File: src/rtl/bist_scheduler.sv
// Sequences N_ENG BIST engines one at a time with per-engine timeout.
// Define BIST_SCHED_RETRY_EN to relaunch an engine once after a fail or timeout.
module bist_scheduler #(
  parameter int N_ENG   = 4,
  parameter int TIMEOUT = 200,
  parameter int TMO_W   = 8
) (
  input  logic             clk,
  input  logic             reset_n,
  input  logic             start,
  input  logic             abort,
  input  logic [N_ENG-1:0] eng_mask,
  input  logic [N_ENG-1:0] eng_done,
  input  logic [N_ENG-1:0] eng_pass,
  output logic [N_ENG-1:0] eng_start,
  output logic             busy,
  output logic             sess_done,
  output logic             aborted,
  output logic [N_ENG-1:0] pass_map,
  output logic [N_ENG-1:0] tmo_map,
  output logic [N_ENG-1:0] retry_map
);

  localparam int IW = (N_ENG > 1) ? $clog2(N_ENG) : 1;
  localparam logic [IW-1:0] LAST = IW'(N_ENG - 1);

  typedef enum logic [2:0] {
    IDLE, SCAN, LAUNCH, WAIT, NEXT, REPORT
  } state_t;

  state_t           state_q, state_d;
  logic [IW-1:0]    idx_q, idx_d;
  logic [TMO_W-1:0] timer_q, timer_d;
  logic [N_ENG-1:0] mask_q, mask_d;
  logic [N_ENG-1:0] pass_q, pass_d;
  logic [N_ENG-1:0] tmo_q, tmo_d;
  logic [N_ENG-1:0] start_q, start_d;
  logic             busy_q, busy_d;
  logic             done_q, done_d;
  logic             abrt_q, abrt_d;

`ifdef BIST_SCHED_RETRY_EN
  logic [N_ENG-1:0] retry_q, retry_d;
  logic             tried_q, tried_d;
  logic             fail;

  // first-attempt outcome that triggers a relaunch
  assign fail = (state_q == WAIT) &&
                (eng_done[idx_q] ? !eng_pass[idx_q]
                                 : (timer_q == TMO_W'(1)));
`endif

  always_comb begin
    state_d = state_q;
    idx_d   = idx_q;
    timer_d = timer_q;
    mask_d  = mask_q;
    pass_d  = pass_q;
    tmo_d   = tmo_q;
    abrt_d  = abrt_q;
    start_d = '0;
    done_d  = 1'b0;
`ifdef BIST_SCHED_RETRY_EN
    retry_d = retry_q;
    tried_d = tried_q;
`endif
    if (abort && state_q != IDLE) begin
      state_d = IDLE;
      done_d  = 1'b1;
      abrt_d  = 1'b1;
    end else begin
      unique case (state_q)
        IDLE: begin
          if (start && !abort) begin
            mask_d  = eng_mask;
            pass_d  = '0;
            tmo_d   = '0;
            abrt_d  = 1'b0;
            idx_d   = '0;
            state_d = SCAN;
`ifdef BIST_SCHED_RETRY_EN
            retry_d = '0;
            tried_d = 1'b0;
`endif
          end
        end
        SCAN: state_d = mask_q[idx_q] ? LAUNCH : NEXT;
        LAUNCH: begin
          start_d[idx_q] = 1'b1;
          timer_d        = TMO_W'(TIMEOUT);
          state_d        = WAIT;
        end
        WAIT: begin
          if (eng_done[idx_q]) begin
            pass_d[idx_q] = eng_pass[idx_q];
            tmo_d[idx_q]  = 1'b0;
            state_d       = NEXT;
          end else if (timer_q == TMO_W'(1)) begin
            pass_d[idx_q] = 1'b0;
            tmo_d[idx_q]  = 1'b1;
            state_d       = NEXT;
          end else begin
            timer_d = timer_q - TMO_W'(1);
          end
`ifdef BIST_SCHED_RETRY_EN
          if (fail && !tried_q) begin
            retry_d[idx_q] = 1'b1;
            tried_d        = 1'b1;
            state_d        = LAUNCH;
          end
`endif
        end
        NEXT: begin
`ifdef BIST_SCHED_RETRY_EN
          tried_d = 1'b0;
`endif
          if (idx_q == LAST) begin
            state_d = REPORT;
          end else begin
            idx_d   = idx_q + IW'(1);
            state_d = SCAN;
          end
        end
        REPORT: begin
          done_d  = 1'b1;
          state_d = IDLE;
        end
        default: state_d = IDLE;
      endcase
    end
    busy_d = (state_d != IDLE);
  end

  always_ff @(posedge clk or negedge reset_n) begin
    if (!reset_n) begin
      state_q <= IDLE;
      idx_q   <= '0;
      timer_q <= '0;
      mask_q  <= '0;
      pass_q  <= '0;
      tmo_q   <= '0;
      start_q <= '0;
      busy_q  <= 1'b0;
      done_q  <= 1'b0;
      abrt_q  <= 1'b0;
`ifdef BIST_SCHED_RETRY_EN
      retry_q <= '0;
      tried_q <= 1'b0;
`endif
    end else begin
      state_q <= state_d;
      idx_q   <= idx_d;
      timer_q <= timer_d;
      mask_q  <= mask_d;
      pass_q  <= pass_d;
      tmo_q   <= tmo_d;
      start_q <= start_d;
      busy_q  <= busy_d;
      done_q  <= done_d;
      abrt_q  <= abrt_d;
`ifdef BIST_SCHED_RETRY_EN
      retry_q <= retry_d;
      tried_q <= tried_d;
`endif
    end
  end

  assign eng_start = start_q;
  assign busy      = busy_q;
  assign sess_done = done_q;
  assign aborted   = abrt_q;
  assign pass_map  = pass_q;
  assign tmo_map   = tmo_q;
`ifdef BIST_SCHED_RETRY_EN
  assign retry_map = retry_q;
`else
  assign retry_map = '0;
`endif

endmodule

File: config.mk
export PLATFORM = sky130hd
export DESIGN_NAME = bist_scheduler
export DESIGN_NICKNAME = d
export VERILOG_FILES = /design/src/rtl/bist_scheduler.sv
export SDC_FILE = /design/constraint.sdc
export NUM_CORES = 1
export LEC_CHECK = 0
export ABC_CLOCK_PERIOD_IN_PS = 2400
export CAP_MARGIN = 15
export CORE_UTILIZATION = 40
export CTS_CLUSTER_SIZE = 40
export DETAILED_ROUTE_END_ITERATION = 10
export PLACE_DENSITY = 0.65
export SLEW_MARGIN = 5
export SYNTH_ARGS = -nofsm -noshare
export SYNTH_HDL_FRONTEND = slang
export SYNTH_SLANG_ARGS = --single-unit
File: constraint.sdc
create_clock -name clk -period 2.4 [get_ports clk]
set_input_delay 0.36 -clock clk [delete_from_list [all_inputs] [get_ports clk]]
set_output_delay 0.36 -clock clk [all_outputs]
set_load 0.01 [all_outputs]
Word-level counts from Yosys, hierarchy flattened
Index checks and enable logic that the tools add are counted.
{"block": "op_classes", "magnitude_cmp": 2, "multipliers": 0, "addsub": 2, "n_mux": 36, "reduce_logical": 17, "eq_ne": 12, "n_div": 0, "shifts": 0, "n_bitwise": 5}
{"operator": "$mux 4", "count": 7}
{"operator": "$mux 3", "count": 6}
{"operator": "$mux 8", "count": 2}
{"operator": "$pmux 4 s2", "count": 2}
{"operator": "$pmux 8 s2", "count": 1}
{"operator": "$pmux 3 s5", "count": 1}
{"operator": "$reduce_and 4->1", "count": 3}
{"operator": "$reduce_bool 2->1", "count": 5}
{"operator": "$mux 1", "count": 9}
{"operator": "$and 4x4->4", "count": 2}
{"operator": "$eq 8x1->1 const B", "count": 1}
{"operator": "$ne 2x2->1 const B", "count": 4}
{"operator": "$sub 8x1->8 const B", "count": 1}
{"operator": "$bmux 1 s2", "count": 3}
{"operator": "$eq 3x2->1 const B", "count": 2}
{"operator": "$eq 3x3->1 const B", "count": 2}
{"operator": "$reduce_bool 3->1", "count": 2}
{"operator": "$bwmux 4", "count": 1}
{"operator": "$mux 2", "count": 2}
{"operator": "$not 4->4", "count": 1}
{"operator": "$or 4x4->4", "count": 1}
{"operator": "$pmux 2 s2", "count": 1}
{"operator": "$eq 3x1->1 const B", "count": 1}
{"operator": "$logic_and 1x1->1", "count": 3}
{"operator": "other kinds (11)", "count": 11}
{"block": "word_totals", "latchBits": 0, "n_memories": 0, "romBits": 0, "ramBits": 0, "register_bits": 32, "input_bits": 16}

Longest topological paths before layout
{"block": "depth", "depth_word": 9, "mapped_depth": 7, "ltp_nobuf": 6}

Worst setup path after synthesis
No wires, ideal clock.
{"block": "synth_path", "kind": "flip-flop to flip-flop", "from": "register idx_q[0]", "to": "register timer_q[5]", "required_ns": 2.331, "setup_ns": 0.069, "path_stages_with_launch": 6, "period_less_slack_ns": 2.003, "arrival_time_ns": 1.934, "path_slack_ns": 0.397, "path_cell_list": "dfrtp_1 mux4_2 a31oi_4 o211ai_2 or4_1 nand3_1"}
{"block": "synth_via", "elab_chain_cells": 4}
{"element": "start, declared", "line_no": "32", "rtl": "logic [IW-1:0] idx_q, idx_d;"}
{"element": "start signal, assigned", "line_no": "152", "rtl": "idx_q <= idx_d;"}
{"element": "$bmux 1 s2", "line_no": "94", "rtl": "if (eng_done[idx_q]) begin"}
{"element": "$mux 1 (not written as such)", "line_no": "94"}
{"element": "$ne 2x2->1 (no source line)"}
{"element": "$reduce_and 4->1 (no source line)"}
{"element": "end signal, assigned", "line_no": "153", "rtl": "timer_q <= timer_d;"}
{"element": "end, declared", "line_no": "33", "rtl": "logic [TMO_W-1:0] timer_q, timer_d;"}
Every way passes these cells. The select of a mux whose other input is x is not followed.
A chain may end at the register's enable or synchronous reset.

Final worst setup path
{"block": "layout_path", "from": "input eng_done[2]", "to": "register timer_q[4]"}
{"block": "layout_via", "elab_chain_cells": 4}
{"element": "start, declared", "line_no": "13", "rtl": "input logic [N_ENG-1:0] eng_done,"}
{"element": "$bmux 1 s2", "line_no": "94"}
{"element": "$mux 1 (not written as such)", "line_no": "94"}
{"element": "$ne 2x2->1 (no source line)"}
{"element": "$reduce_and 4->1 (no source line)"}
Every way passes these cells. The select of a mux whose other input is x is not followed.

==> results.json <==
{
  "syn_area_sq_um": 1677,
  "cts.htree.levels": 2,
  "crit_path_start": "eng_done[2]",
  "avgSynthCellArea_sq_um": 10.35,
  "wirelength_um": 3880,
  "postCtsSetupRepairBufs": 0,
  "setup_viol": 0,
  "dieArea_sq_um": 4454,
  "crit_chain": "clkdlybuf4s50_1 > mux4_2 > a31oi_4 > o21ai_0 > o311ai_0 > nand3_1",
  "hpwl_um": 2871,
  "hold_viol": 0,
  "n_antenna_cell": 0,
  "vias": 1388,
  "grt_max_degree": 33,
  "status": "finished clean",
  "fmax_mhz": 481.5,
  "drv_cap": 0,
  "fin_area_sq_um": 2187,
  "worst_slew_pin_slew_ns": 0.4989,
  "synth_top_area_cell": "dfrtp_1",
  "required_ns": 2.56,
  "antenna_found_initial": 0,
  "cp_top_family": "compound AO/OA/AOI/OAI gates",
  "ir_drop_uv": 439.1,
  "port_buffers": 30,
  "clock_sinks": 32,
  "numCtsBuffers": 5,
  "synth-edff-count": 0,
  "postCtsHoldBufs": 0,
  "finalPower_w": 0.001664,
  "yosysUniqueCellTypes": 41,
  "clock_skew_ns": 0.006711,
  "dpl_cell_area_sq_um": 2095,
  "critPathArrivalTime_ns": 2.23,
  "drive_above_1_share_pct": 16.50,
  "cts_tree": "built",
  "gr-total-overflow": 0,
  "tns_ns": 0,
  "ant_nets": 0,
  "cts_buffer_depth": 2,
  "area_growth_pct": 30.45,
  "crit_type": "in -> reg",
  "core_sq_um": 4000,
  "synth-seq-area-share_pct": 47.76,
  "insertion_delay_ns": 0.29,
  "drcViolationCount": 0,
  "initial_utilization_pct": 41.91,
  "r2r_start": "timer_q[2]$_DFFE_PN0P_",
  "hold_ws_ns": 0.4654,
  "synthFlopType": "dfrtp_1",
  "relSlewSlack_pct": 66.62,
  "drt-pass1-iter-count": 4,
  "powerDensity_nw_per_um2": 760.7,
  "wl_per_cell_um": 15.16,
  "r2r_setup_slack_ns": 0.34,
  "max_stage_delay_ns": 0.52,
  "end_kind": "register",
  "cp_slowest_cell": "mux4_2",
  "synth_cells": 162,
  "period_share_pct": 86.53,
  "num_io_pins": 35,
  "cp_max_fo": 7,
  "root_buffer": "clkbuf_8",
  "hp-class": "in -> async",
  "first_iter_violations": 81,
  "worst-path-buf-inv": 1,
  "cts-resized-gates": 0,
  "synth_common_cells": "dfrtp_1, nor2_1, nand2_1, o21ai_0, a22o_1",
  "synth_top_area_share_pct": 47.76,
  "vias_per_cell": 5.422,
  "grt_setup_unrepaired": "false",
  "worst_slack_ns": 0.3233,
  "grt_pass1_vias": 1344,
  "ys_ff_latch": 32,
  "synth.most_common_cell": "dfrtp_1",
  "postSynth.asyncResetShare_pct": 100.0,
  "final_nets": 227,
  "die_w_um": 66.74,
  "start_kind": "input pin",
  "ys_warn_count": 0,
  "period_minus_slack_ns": 2.077,
  "grt_pass1_wl_um": 6258,
  "place.gp.congestion": 0.8392,
  "synth_area_leaders": "dfrtp_1, a22o_1, ha_1, mux4_2, o21ai_0",
  "slew_viol_final": 0,
  "fp.dieH_um": 66.74,
  "path_clk_slew_ns": 0.07,
  "rows": 23,
  "track_usage_pct": 19.34,
  "dp_slack_ns": 0.04135,
  "leakage_nw": 0.9201
}
final timing paths:
kind / to / cells past startpoint
worst max register to register: pass_map[1]$_DFFE_PN0P_ / 6
min in group clk: tmo_map[2]$_DFFE_PN0P_ / 1
worst max-delay path: timer_q[4]$_DFFE_PN0P_ / 6
worst min-delay path: timer_q[3]$_DFFE_PN0P_ / 2
worst min register to register: tmo_map[2]$_DFFE_PN0P_ / 1
max in group asynchronous: eng_start[3]$_DFF_PN0_ / 2
power breakdown:
part | internal (W) | leakage, nW | switching, W
Sequential | 0.000649 | 0.413 | 0.000100
Combinational | 0.000245 | 0.467 | 0.000251
Clock | 0.000205 | 0.0404 | 0.000214
per-layer routing:
metal,global-route usage [%],part of all wire (%)
met1,22.65,43
met2,32.70,53
met3,4.623,3.0
met4,9.574,1.8
met5,0,0
through the flow:
stage          std cells  util, %
3_3_place_gp         248    52.36
4_1_cts              256    54.68
2_1_floorplan        165        -
5_1_grt              256    54.68
6_report             256    54.68
3_5_place_dp         248    52.36
area by class of cell:
cell class,instances,area [sq um]
Tap cell,50,62.56
Timing Repair Buffer,43,397.9
Clock inverter,3,23.77
Fill cell,349,1813
Multi-Input combinational cell,116,807.0
Sequential cell,32,800.8
Inverter,7,26.28
Clock buffer,5,68.82
sequential cells by signal (all words and copies together), names as in the netlist:
signal	count
timer_q	8
eng_start	4
aborted	1
busy	1
pass_map	4
sess_done	1
mask_q	4
idx_q	2
tmo_map	4
state_q	3
placed cells by master, fill, tap and decap left out, types with 2 or more instances in the layout:
master,instances
dfrtp_1,32
clkdlybuf4s50_1,30
nor2_1,15
nand2_1,13
o21ai_0,13
buf_4,13
a22o_1,9
inv_1,6
nor3_1,6
ha_1,6
nor4_1,5
nand3_1,5
clkbuf_8,5
and2_1,4
mux2_2,4
conb_1,4
mux4_2,3
a21oi_1,3
a31oi_1,3
or3_1,2
a311oi_1,2
clkinvlp_4,2
kinds of logic (layout without fill, tap and decap cells):
kind of cell	count (synthesis)	after routing	share of synthesized area (%)
AO/OA/AOI/OAI	41	41	18.29
other	1	4	0.2237
buffers and inverters	17	58	4.776
AND/OR/NAND/NOR	57	57	17.16
adder cells (fa/ha/maj)	6	6	4.477
flip-flops	32	32	47.76
multiplexers	8	8	7.313
Power figures use the tool's default switching activity.
